$ cat src/rtl/riscv_test_pkg.sv
// Shared definitions for the riscv-tests end-of-test monitor.
// Holds the MODE constants, the monitor FSM states and the result decoder.
// Purely combinational content: no latency and no backpressure apply.
package riscv_test_pkg;

  localparam int MODE_PC     = 0;
  localparam int MODE_TOHOST = 1;
  localparam int MODE_BOTH   = 2;

  // Decoder works on a fixed maximum width; callers zero-extend and slice.
  localparam int DEC_W = 64;

  typedef enum logic [1:0] {
    ST_ARM,
    ST_RUN,
    ST_DONE
  } state_e;

  typedef struct packed {
    logic             pass;
    logic [DEC_W-2:0] test_num;
  } decode_t;

  // riscv-tests convention: result 1 means pass, otherwise value>>1 is the
  // number of the failing test case.
  function automatic decode_t decode_result(input logic [DEC_W-1:0] value);
    decode_t r;
    r.pass     = (value == DEC_W'(1));
    r.test_num = r.pass ? '0 : value[DEC_W-1:1];
    return r;
  endfunction

endpackage

$ cat src/rtl/rt_sat_counter.sv
// Up-counter with synchronous clear and enable that sticks at all-ones.
// Latency: q reflects en/clr one cycle later. No backpressure.
// Ports: clk, rst (sync, active-high), en (count), clr (zero, wins over en), q.
module rt_sat_counter #(
  parameter int CNT_W = 32
) (
  input  logic             clk,
  input  logic             rst,
  input  logic             en,
  input  logic             clr,
  output logic [CNT_W-1:0] q
);

  logic [CNT_W-1:0] cnt_q;
  logic [CNT_W-1:0] cnt_d;

  always_comb begin
    cnt_d = cnt_q;
    if (clr) begin
      cnt_d = '0;
    end else if (en && (cnt_q != '1)) begin
      cnt_d = cnt_q + CNT_W'(1);
    end
  end

  always_ff @(posedge clk) begin
    if (rst) begin
      cnt_q <= '0;
    end else begin
      cnt_q <= cnt_d;
    end
  end

  assign q = cnt_q;

endmodule

$ cat src/rtl/riscv_test_monitor.sv
// End-of-test monitor for riscv-tests: watches fetch PC and stores, decodes pass/fail/timeout.
// Latency: done/pass/fail/timeout rise the cycle after the deciding cycle; all sticky until rst.
// No backpressure: pure observer, never stalls the core.
// Ports:
//   clk, rst            clock, synchronous active-high reset
//   pc_valid, pc, gp    fetch qualifier, fetch PC, architectural x3
//   st_valid, st_addr,  committed data store and its byte address/data
//   st_data
//   done/pass/fail/     sticky result flags (exactly one of pass/fail/timeout with done)
//   timeout
//   test_num            failing test number (result>>1), 0 on pass/timeout
//   cycles              RUN cycle count, frozen once done
module riscv_test_monitor
  import riscv_test_pkg::*;
#(
  parameter int             XLEN        = 32,
  parameter logic [XLEN-1:0] PASS_PC    = 'h44,
  parameter logic [XLEN-1:0] TOHOST_ADDR = 'h1000,
  parameter int             MODE        = 2,
  parameter int             TIMEOUT     = 6000,
  parameter int             ARM_DELAY   = 2,
  parameter int             CNT_W       = 32
) (
  input  logic             clk,
  input  logic             rst,
  input  logic             pc_valid,
  input  logic [XLEN-1:0]  pc,
  input  logic [XLEN-1:0]  gp,
  input  logic             st_valid,
  input  logic [XLEN-1:0]  st_addr,
  input  logic [XLEN-1:0]  st_data,
  output logic             done,
  output logic             pass,
  output logic             fail,
  output logic             timeout,
  output logic [XLEN-2:0]  test_num,
  output logic [CNT_W-1:0] cycles
);

  // ARM_DELAY of 0 behaves like 1: ARM is the reset state and is left at the
  // first clock edge after reset release.
  localparam int ARM_LAST = (ARM_DELAY == 0) ? 0 : ARM_DELAY - 1;
  localparam int TO_LAST  = (TIMEOUT == 0) ? 0 : TIMEOUT - 1;

  localparam logic PC_EN   = (MODE == MODE_PC)     || (MODE == MODE_BOTH);
  localparam logic HOST_EN = (MODE == MODE_TOHOST) || (MODE == MODE_BOTH);
  localparam logic TO_EN   = (TIMEOUT != 0);

  state_e state_q, state_d;
  logic   done_q, done_d;
  logic   pass_q, pass_d;
  logic   fail_q, fail_d;
  logic   timeout_q, timeout_d;
  logic [XLEN-2:0] test_num_q, test_num_d;

  logic [CNT_W-1:0] arm_cnt;
  logic [CNT_W-1:0] cyc_cnt;
  logic             cyc_en;

  logic            pc_evt;
  logic            host_evt;
  logic [XLEN-1:0] evt_value;
  logic            to_hit;
  decode_t         dec;
  logic            unused_dec;

  rt_sat_counter #(.CNT_W(CNT_W)) u_arm_cnt (
    .clk (clk),
    .rst (rst),
    .en  (state_q == ST_ARM),
    .clr (state_q != ST_ARM),
    .q   (arm_cnt)
  );

  // Counts only while RUN continues, so the deciding cycle's count is what
  // stays visible in DONE.
  rt_sat_counter #(.CNT_W(CNT_W)) u_cyc_cnt (
    .clk (clk),
    .rst (rst),
    .en  (cyc_en),
    .clr (state_q == ST_ARM),
    .q   (cyc_cnt)
  );

  assign pc_evt   = PC_EN && pc_valid && (pc == PASS_PC);
  // A tohost write with bit 0 clear is a syscall-style message, not an exit.
  assign host_evt = HOST_EN && st_valid && (st_addr == TOHOST_ADDR) && st_data[0];
  // tohost carries the authoritative result when both fire together.
  assign evt_value = host_evt ? st_data : gp;
  assign to_hit    = TO_EN && (cyc_cnt == CNT_W'(TO_LAST));

  assign dec        = decode_result(DEC_W'(evt_value));
  assign unused_dec = ^dec.test_num[DEC_W-2:XLEN-1];

  always_comb begin
    state_d    = state_q;
    done_d     = done_q;
    pass_d     = pass_q;
    fail_d     = fail_q;
    timeout_d  = timeout_q;
    test_num_d = test_num_q;
    cyc_en     = 1'b0;
    case (state_q)
      ST_ARM: begin
        if (arm_cnt == CNT_W'(ARM_LAST)) begin
          state_d = ST_RUN;
        end
      end
      ST_RUN: begin
        if (pc_evt || host_evt) begin
          state_d    = ST_DONE;
          done_d     = 1'b1;
          pass_d     = dec.pass;
          fail_d     = !dec.pass;
          test_num_d = dec.test_num[XLEN-2:0];
        end else if (to_hit) begin
          state_d   = ST_DONE;
          done_d    = 1'b1;
          timeout_d = 1'b1;
        end else begin
          cyc_en = 1'b1;
        end
      end
      ST_DONE: begin
      end
      default: begin
        state_d = ST_ARM;
      end
    endcase
  end

  always_ff @(posedge clk) begin
    if (rst) begin
      state_q    <= ST_ARM;
      done_q     <= 1'b0;
      pass_q     <= 1'b0;
      fail_q     <= 1'b0;
      timeout_q  <= 1'b0;
      test_num_q <= '0;
    end else begin
      state_q    <= state_d;
      done_q     <= done_d;
      pass_q     <= pass_d;
      fail_q     <= fail_d;
      timeout_q  <= timeout_d;
      test_num_q <= test_num_d;
    end
  end

  assign done     = done_q;
  assign pass     = pass_q;
  assign fail     = fail_q;
  assign timeout  = timeout_q;
  assign test_num = test_num_q;
  assign cycles   = cyc_cnt;

endmodule
$ cat config.mk
export PLATFORM = sky130hd
export DESIGN_NAME = riscv_test_monitor
export DESIGN_NICKNAME = d
export VERILOG_FILES = /design/src/rtl/riscv_test_pkg.sv /design/src/rtl/rt_sat_counter.sv /design/src/rtl/riscv_test_monitor.sv
export SDC_FILE = /design/constraint.sdc
export NUM_CORES = 1
export LEC_CHECK = 0
export ABC_AREA = 1
export CORE_ASPECT_RATIO = 0.6
export CORE_MARGIN = 4
export CORE_UTILIZATION = 42
export CTS_CLUSTER_DIAMETER = 100
export DETAILED_ROUTE_END_ITERATION = 7
export PLACE_DENSITY = 0.71
export RECOVER_POWER = 50
export SKIP_CTS_REPAIR_TIMING = 1
export SLEW_MARGIN = 20
export SYNTH_ARGS = -nofsm -noshare
export SYNTH_HDL_FRONTEND = slang
export SYNTH_SLANG_ARGS = --single-unit
$ cat constraint.sdc
create_clock -name clk -period 4.1 [get_ports clk]
set_clock_uncertainty 0.1 [all_clocks]
set_input_delay 1.025 -clock clk [delete_from_list [all_inputs] [get_ports clk]]
set_output_delay 1.025 -clock clk [all_outputs]
set_load 0.05 [all_outputs]
---- After elaboration in Yosys (flattened, before gate mapping) ----
Index checks and enable logic that the tools add are counted.
storage, ports and cells
  bits of input ports ..................... 132
  word-level logic and storage cells ...... 50
  register bits ........................... 101
  output and inout bits ................... 67
cells by class
  add/sub/neg operators ................... 2
  eq/ne operators ......................... 11
  multiplexer cells ....................... 11
  bitwise logic cells ..................... 2
  reductions and logical operators ........ 16
operators with widths
  cell                                              number
  adder 32 x 1 -> 32 bit (second input constant)    2
  == test 32 x 1 -> 1 bit (second input constant)   2
  == test 32 x 13 -> 1 bit (second input constant)  2
  != test 32 bit (second input constant)            2
  == test 32 x 7 -> 1 bit (second input constant)   1
  two-way mux 32 bit                                1
  two-way mux 31 bit                                1
  two-way mux 2 bit                                 3
  case mux 2 bit (3 select lines)                   1
  AND reduction 3 bit                               2
  logical AND 1 bit                                 5
  two-way mux 1 bit                                 5
  AND reduction 2 bit                               2
  nonzero test 2 bit                                2
  OR reduction 2 bit                                2
  != test 3 bit (second input constant)             1
  == test 2 x 1 -> 1 bit (second input constant)    1
  == test 2 bit (second input constant)             1
  logical NOT 2 bit                                 1
  != test 2 bit (second input constant)             1
  NOT 1 bit                                         2
  logical NOT 1 bit                                 1
  logical OR 1 bit                                  1

---- Logic depth before layout (Yosys ltp) ----
Gate-level depths: netlist (run 1).
  depth after elaboration ................. 7
  gate-level depth with buffers ........... 18
  depth with buffers taken out ............ 16

---- Modules after synthesis ----
A second synthesis (run 1) with hierarchy kept.
unflattened totals
  cell total of the unflattened synthesis .. 1,137
  area total of the unflattened synthesis .. 6,961.7 µm²
by module, submodules not included
  module              area an instance (µm²)  cells each  seq. area each (µm²)  instances
  rt_sat_counter      2,095.8                 325         640.6                 2
  riscv_test_monitor  2,770.2                 487         740.7                 1

---- Least setup slack after synthesis (run 1) ----
OpenSTA, ideal clock, no wires.
  path kind ............................... input -> register
  start ................................... input port pc[1]
  end ..................................... register fail_q, in the netlist fail
  slack ................................... 1.616 ns
  arrival ................................. 2.252 ns
  stages .................................. 10
  buffers on the path ..................... 1
  library setup time ...................... 0.132 ns
  required time ........................... 3.868 ns
  path through ............................ or2_1 inv_1 nand3_1 nor2_1 nand4_1 a21oi_1 inv_2 clkbuf_1 nand2_1 a21oi_1
between the ends
  longest elaborated chain between the ends .. 4
ends and longest elaborated chain
  item                           RTL line                   RTL
  start: declaration             riscv_test_monitor.sv:27   input logic [XLEN-1:0] pc,
  == test 32 x 7 -> 1 bit        riscv_test_monitor.sv:85   assign pc_evt = PC_EN && pc_valid && (pc == PASS_PC);
  logical AND 1 bit              riscv_test_monitor.sv:85
  logical OR 1 bit               riscv_test_monitor.sv:110  if (pc_evt || host_evt) begin
  AND reduction 2 bit (no line)  n/a
  end signal: assignment         riscv_test_monitor.sv:144  fail_q <= fail_d;
  end: declaration               riscv_test_monitor.sv:52   logic fail_q, fail_d;
Every way passes these cells.
A chain may end at the register's enable or synchronous reset.

---- Worst setup path in the final report (run 1) ----
  start ................................... input port st_addr[5]
  end ..................................... register u_cyc_cnt.cnt_q[5], in the netlist u_cyc_cnt.q[5]
between the ends
  longest elaborated chain between the ends .. 7
ends and longest elaborated chain
  item                            RTL line                   RTL
  start: declaration              riscv_test_monitor.sv:30   input logic [XLEN-1:0] st_addr,
  == test 32 x 13 -> 1 bit        riscv_test_monitor.sv:87   assign host_evt = HOST_EN && st_valid && (st_addr == TOHOST_ADDR) && st_data[0];
  logical AND 1 bit (2 in a row)  riscv_test_monitor.sv:87
  logical OR 1 bit                riscv_test_monitor.sv:110
  two-way mux 1 bit               riscv_test_monitor.sv:110
  two-way mux 1 bit               riscv_test_monitor.sv:103  case (state_q)
  logical AND 1 bit               rt_sat_counter.sv:21       end else if (en && (cnt_q != '1)) begin
  end signal: assignment          rt_sat_counter.sv:30       cnt_q <= cnt_d;
  end: declaration                rt_sat_counter.sv:14       logic [CNT_W-1:0] cnt_q;
Every way passes these cells.

==> run summary, run 1 <==
endpoint type of the worst setup path -> flip-flop
DIE AREA -> 18,090 sq um
setup TNS -> 0 ns
H-tree Lvls -> 3
Clk pin slew, worst setup/hold paths -> 0.08 ns
CTS tree -> done
static leakage -> 0.003561 uW
post-place instance area -> 8821 sq um
Final period util -> 85.01%
VDD IR max -> 193.6 uV
Mapped Nets -> 1,196
Pwr per Cell Area -> 262.6 nW/um^2
yosys warns -> 0
Pre-antenna DRT Iters -> 5
setup violators final -> 0
clock latency at the later pin of the worst-skew pair -> 0.35 ns
CTS buffer count -> 9
first-pass GRT wire length -> 34,420 microns
Post-synth EDFFs -> 0
sequential area share after synthesis -> 30.20%
Remaining DRCs -> 0
Starting Density -> 43.19%
CP required -> 4.27 ns
Hold Crit Start -> test_num[24]
syn_area_per_cell -> 6.310 sq um
chip height -> 105.8 microns
total number of vias -> 7,545
wire per inst -> 14.94 microns
fin nets -> 1,373
CTS Root Cell -> clkbuf_16
design area -> 9057 sq um
number of global-route vias before repair -> 6,618
WHS Endpoint -> test_num[24]
Crit Path Max Fanout -> 29
remaining global-route overflow -> 0
multi-input logic area -> 3901 sq um
final hold vios -> 0
Mapped Cells -> 1,061
FF-to-FF End -> u_arm_cnt.q[23]
io pins -> 199
Peak Freq -> 286.9 MHz
ys async rst share -> 0%
hold depth -> 2
GRT Total Usage -> 23.22%
CTS Buffer Depth -> 2
Setup CP Type -> input pin to flip-flop
Hold Path Class -> flip-flop to flip-flop
worst flop-to-flop path startpoint -> u_arm_cnt.q[0]
critical path arrival -> 3.65 ns
worst slew pin tran -> 1.338 ns
largest net degree at the start of global routing -> 34
Core Area -> 15,500 sq um
Die Width -> 171.0 microns
ANT cells -> 0
# port buffers -> 198
outcome -> complete, no violations
HPWL after DPL -> 16,990 microns
Layout fillers -> 1,525
slew margin rel. -> 10.82%
Slew Limit Fails -> 0
area delta synth->final -> 35.28%
1st-iter DRT viols -> 779
DR vias/cell -> 5.218
WL final -> 21,600 microns
initial antenna violation count -> 0
share of cells above drive strength 1 -> 5.229%
synth unique cells -> 41
Worst R2R Setup Slack -> 0.97 ns
area of the mapped netlist -> 6695 sq um
main flop type after synthesis -> dfxtp_1
min Tclk post-route -> 3.485 ns
DRT antenna net count -> 0
Synth Register Bits -> 101
FF-to-FF path depth -> 13
placer congestion estimate -> 0.9692
MaxCap Viol Count -> 0
Cell Rows -> 35
crit path launch type -> input pin
Sink Count -> 101
unrepaired setup endpoints after global routing -> no
flip-flop and latch area -> 2022 sq um
[sequential cells by signal (all words and copies together), names as in the netlist]
name,flops
pass,1
fail,1
u_cyc_cnt.q,32
done,1
state_q,2
u_arm_cnt.q,32
test_num,31
timeout,1
[worst max-delay path by stage]
stage / startpoint / end / slack (ns) / cells past startpoint
2_1_floorplan: pc[1] / fail / 1.62 / 10
4_1_cts: st_data[0] / test_num[30] / 0.96 / 11
3_5_place_dp: st_data[0] / test_num[3] / 0.60 / 11
5_1_grt: st_addr[3] / u_cyc_cnt.q[7] / 0.46 / 10
3_3_place_gp: st_addr[3] / u_cyc_cnt.q[4] / 0.67 / 12
6_report: st_addr[5] / u_cyc_cnt.q[5] / 0.61 / 10
[power breakdown]
part / leakage (uW) / total, uW / switching [uW] / internal, uW
combinational: 0.00261 / 545 / 338 / 206
clock: 0.000133 / 823 / 403 / 420
sequential: 0.000814 / 1010 / 15.3 / 995
total: 0.00356 / 2380 / 757 / 1620
[cell families after synthesis]
logic type | count (synthesis) | share of synthesized area (%)
buffers and inverters | 184 | 11.10
AO/OA/AOI/OAI | 116 | 9.232
adder cells (fa/ha/maj) | 3 | 0.5607
flip-flops | 101 | 30.20
XOR/XNOR | 34 | 4.448
AND/OR/NAND/NOR | 623 | 44.46
[cells in the final DEF, fill, tap and decap left out, types with 3 or more instances in the layout]
cell type,Yosys,final
buf_4,4,8
o21a_1,4,4
nor2_1,118,118
o31ai_1,3,3
nor4_1,22,22
dlygate4sd3_1,0,49
xor2_1,30,30
nand3b_1,47,47
nand3_1,41,44
ha_1,3,3
nand2_2,3,3
nor2_2,9,10
clkdlybuf4s50_1,0,149
xnor2_1,4,4
nor3_1,37,37
nand3_2,8,5
nor3b_1,2,3
o21ai_0,11,12
nand2_1,263,264
inv_2,15,13
inv_1,125,127
dfxtp_1,101,101
inv_6,0,4
nand4_1,61,61
clkbuf_16,0,9
o21ai_1,6,5
a21oi_1,87,86
[stage by stage]
step                      hold slack (ns)  cells  setup slack [ns]  utilization, %  total power [uW]
after global routing               0.3871   1446            0.4639           58.43              2503
after detailed placement           0.3575   1430            0.6023           56.90              1580
after global placement             0.3509   1430            0.6664           56.90              1576
final                              0.3632   1446            0.6145           58.43              2379
after CTS                          0.3678   1446            0.9573           58.71              2400
after floorplan                    0.3503   1061             1.616               -              1356
[layer usage]
layer  track usage, %  vias to the layer above  share of wire [%]
met4            3.957                        0                1.3
met1            37.01                     3381                 51
met3            4.460                       23                9.3
met2            32.14                      313                 39
li1                 -                     3828                  -
met5                0                        -                  0
[layout make-up]
cell class	count	area share, %
Tap cell	203	2.804
Inverter	141	5.857
Clock buffer	9	2.487
Timing Repair Buffer	209	22.85
Sequential cell	101	22.32
Multi-Input combinational cell	776	43.07
Clock inverter	7	0.6078
[synthesized netlist by cell type, types with 3 or more instances]
cell      instances  share of area (%)
nand2_1         263                 15
o21a_1            4               0.45
o21ai_1           6               0.45
nor4_1           22                2.1
nand3_1          41                3.1
buf_4             4               0.45
dfxtp_1         101                 30
clkbuf_1         21                1.2
xor2_1           30                3.9
ha_1              3               0.56
nor2_2            9               0.84
inv_2            15               0.84
o21ai_0          11               0.82
nand2_2           3               0.28
nand3b_1         47                5.3
nand4_1          61                5.7
inv_1           125                7.0
buf_2            16                1.2
nor3_1           37                2.8
a21oi_1          87                6.5
xnor2_1           4               0.52
nand3_2           8                1.2
o31ai_1           3               0.34
nor2_1          118                6.6
[worst max-delay path, stage by stage]
cell             delay [ns]
clkdlybuf4s50_1        0.45
nor2_1                 0.05
nand3_1                0.15
inv_2                  0.06
nand3_1                0.10
nor2_1                 0.08
a21oi_2                0.26
clkbuf_1               1.01
nand4_1                0.21
a21oi_1                0.22
No activity file was read; power rests on OpenSTA's default activity.
==> run 2, diff against run 1 <==
Settings changed: SYNTH_HIERARCHICAL set to 1.
==> run 2 against run 1 <==
Critical path depth up 5. Cell count up 7.5%. Via count up 5.4%. Clock power up 15%. Design area up 3.5%. Sequential power about the same. Clock-buffer cell count unchanged. Flip-flop and latch count unchanged. Wire length up 1.5%. Power up 2.9%. Core utilization down 0.75 points. Sequential share of layout area down 0.76 points. Critical endpoint is now fail. Highest routed layer unchanged.
==> run summary, run 2 <==
outcome -> complete, no violations
H-tree Lvls -> 3 (unchanged)
main flop type after synthesis -> dfxtp_1
setup TNS -> 0 ns (unchanged)
xor and xnor area share after synthesis -> 0.5032% (-3.9 points)
critical path arrival -> 3.47 ns (-0.18 ns)
Post-synth EDFFs -> 0 (unchanged)
Non-Filler Instances -> 1,555 (+7.5%)
fin nets -> 1,456 (+6.0%)
ANT cells -> 0 (unchanged)
chip height -> 107.7 microns (+1.8%)
1st-iter DRT viols -> 630 (-19%)
count leader, synth -> nand2_1
number of global-route vias before repair -> 7,104 (+7.3%)
total number of vias -> 7,954 (+5.4%)
Cells after DPL -> 1,539 (+7.6%)
Slew Limit Fails -> 0 (unchanged)
crit path launch type -> input pin
WL final -> 21,930 microns (+1.5%)
CTS Buffer Depth -> 2 (unchanged)
Remaining DRCs -> 0 (unchanged)
wire per inst -> 14.10 microns (-5.6%)
Peak Freq -> 298.1 MHz (+3.9%)
VDD IR max -> 192.2 uV (-0.72%)
max incr delay on CP -> 0.53 ns (-0.48 ns)
Most Frequent Cell on Critical Path -> nand2_1
MaxCap Viol Count -> 0 (unchanged)
area leader, netlist -> dfxtp_1
mux share of post-synthesis cell area -> 0% (unchanged)
Pre-antenna DRT Iters -> 6 (+1)
CTS Root Cell -> clkbuf_16
Hold Path Class -> flip-flop to flip-flop
final hold vios -> 0 (unchanged)
Layout fillers -> 1,582 (+3.7%)
ys async rst share -> 0% (unchanged)
Cell Rows -> 36 (+2.9%)
post-synthesis compound-gate area fraction -> 7.189% (-2.0 points)
Sink Count -> 101 (unchanged)
Core Area -> 16,260 sq um (+4.9%)
syn_area_per_cell -> 6.123 sq um (-3.0%)
area of the mapped netlist -> 6962 sq um (+4.0%)
top post-synthesis cells by count -> 306 x nand2_1, 194 x nor2_1, 119 x inv_1
CTS tree -> done
synth unique cells -> 32 (-22%)
Mapped Cells -> 1,137 (+7.2%)
setup violators final -> 0 (unchanged)
largest net degree at the start of global routing -> 37 (+8.8%)
CP required -> 4.21 ns (-0.06 ns)
post-route setup slack -> 0.7458 ns (+0.1313 ns)
CTS buffer count -> 9 (unchanged)
commonest non-fill, non-tap cell in the layout -> nand2_1
Final period util -> 81.81% (-3.2 points)
static leakage -> 0.003685 uW (+3.5%)
Synth Register Bits -> 101 (unchanged)
Starting Density -> 42.81% (-0.37 points)
HPWL after DPL -> 17,510 microns (+3.0%)
Hold Slack -> 0.3606 ns (-0.002585 ns)
unrepaired setup endpoints after global routing -> no
initial antenna violation count -> 0 (unchanged)
io pins -> 199 (unchanged)
pre-CTS setup slack -> 0.5312 ns (-0.07113 ns)
Mapped Nets -> 1,271 (+6.3%)
DR vias/cell -> 5.115 (-2.0%)
clock latency at the later pin of the worst-skew pair -> 0.35 ns (about the same)
top cell type's share of synthesized area -> 29.04% (-1.2 points)
first-pass GRT wire length -> 35,460 microns (+3.0%)
placer congestion estimate -> 0.9202 (-5.1%)
slew margin rel. -> 34.99% (+24 points)
area delta synth->final -> 34.71%
share of cells above drive strength 1 -> 7.234% (+2.0 points)
Die Width -> 174.2 microns (+1.9%)
Synth area leaders -> dfxtp_1 29%, nand2_1 16%, nor2_1 10%
CP cell instances -> dlygate4sd3_1 -> inv_1 -> nand2_1 -> nor2_2 -> nand3_1 -> nor2_4 -> nand3b_1 -> nand2_1 -> nand2_1 -> nor2_1 -> nand2_1 -> nor2_1 -> nand2_1 -> nand2_1 -> a21oi_1
Setup CP Type -> input pin to flip-flop
Worst R2R Setup Slack -> 1.37 ns (+0.40 ns)
remaining global-route overflow -> 0 (unchanged)
most frequent cells in the layout -> 306 x nand2_1, 195 x nor2_1, 146 x clkdlybuf4s50_1
DRT antenna net count -> 0 (unchanged)
adder-cell share of the synthesized area -> 0.3595% (-0.20 points)
DIE AREA -> 18,770 sq um (+3.7%)
# port buffers -> 198 (unchanged)
sequential area share after synthesis -> 29.04% (-1.2 points)
yosys warns -> 6 (+6)
endpoint type of the worst setup path -> flip-flop
min Tclk post-route -> 3.354 ns (-0.1313 ns)
utilization after layout -> 57.67% (-0.75 points)
GRT Total Usage -> 22.83% (-0.39 points)
Crit Path Max Fanout -> 29 (unchanged)
Clk pin slew, worst setup/hold paths -> 0.07 ns (about the same)
CP max stage cell -> dlygate4sd3_1
worst slew pin tran -> 0.9716 ns (-0.3661 ns)
Pwr per Cell Area -> 261.0 nW/um^2 (-0.61%)
largest family of logic cells by synthesized area -> simple AND/OR/NAND/NOR gates
simple logic cell fraction of the synthesized area -> 52.86% (+8.4 points)
==> run 2: metrics by stage <==
stage / total power [uW] / cell area (sq um)
2_1_floorplan: 1326 / 6962
5_1_grt: 2570 / 9378
3_5_place_dp: 1522 / 9059
4_1_cts: 2479 / 9389
6_report: 2448 / 9378
3_3_place_gp: 1518 / 9059
==> run 2: final timing paths <==
check / end / cells past startpoint / from
worst max-delay path: fail / 15 / st_addr[3]
worst min register to register: test_num[6] / 2 / test_num[6]
worst min-delay path: test_num[6] / 2 / test_num[6]
worst max register to register: u_arm_cnt/q[11] / 7 / state_q[0]
==> run 2: critical path: cells and delay by family <==
| family | cells | cell delay (ns) |
|---|---|---|
| and+or+nand+nor | 12 | 1.78 |
| buffers and inverters | 2 | 0.58 |
| AOI/OAI and AO/OA | 1 | 0.06 |
==> run 2: area by class of cell <==
class                      count  area (sq um)  share of cell area (%)
clock buffer                   9         225.2                   2.402
multi-input combinational    882          4233                   45.14
clock inverter                 7         105.1                   1.121
tap                          228         285.3                   3.042
sequential                   101          2022                   21.56
timing repair buffer         209          2061                   21.97
inverter                     119         446.7                   4.763
==> run 2: report_power, final <==
group	switching [uW]	internal (uW)	total, uW
registers	19.6	997	1020
logic	274	213	487
clock network	400	544	944
total	694	1750	2450
==> run 2: metal layers <==
layer  part of all wire (%)  global-route usage, %  up-vias
met5                      0                      0        -
li1                       -                      -     4049
met1                     50                  33.61     3564
met4                   0.81                  3.388        0
met3                    8.1                  4.493       21
met2                     42                  35.21      320
==> run 2: cell families (layout without fill, tap and decap cells) <==
kind of cell	after synthesis	count (layout)
fa+ha+maj	2	2
xor+xnor	4	4
compound gates	95	95
buf+inv	154	344
simple gates	781	781
flops	101	101
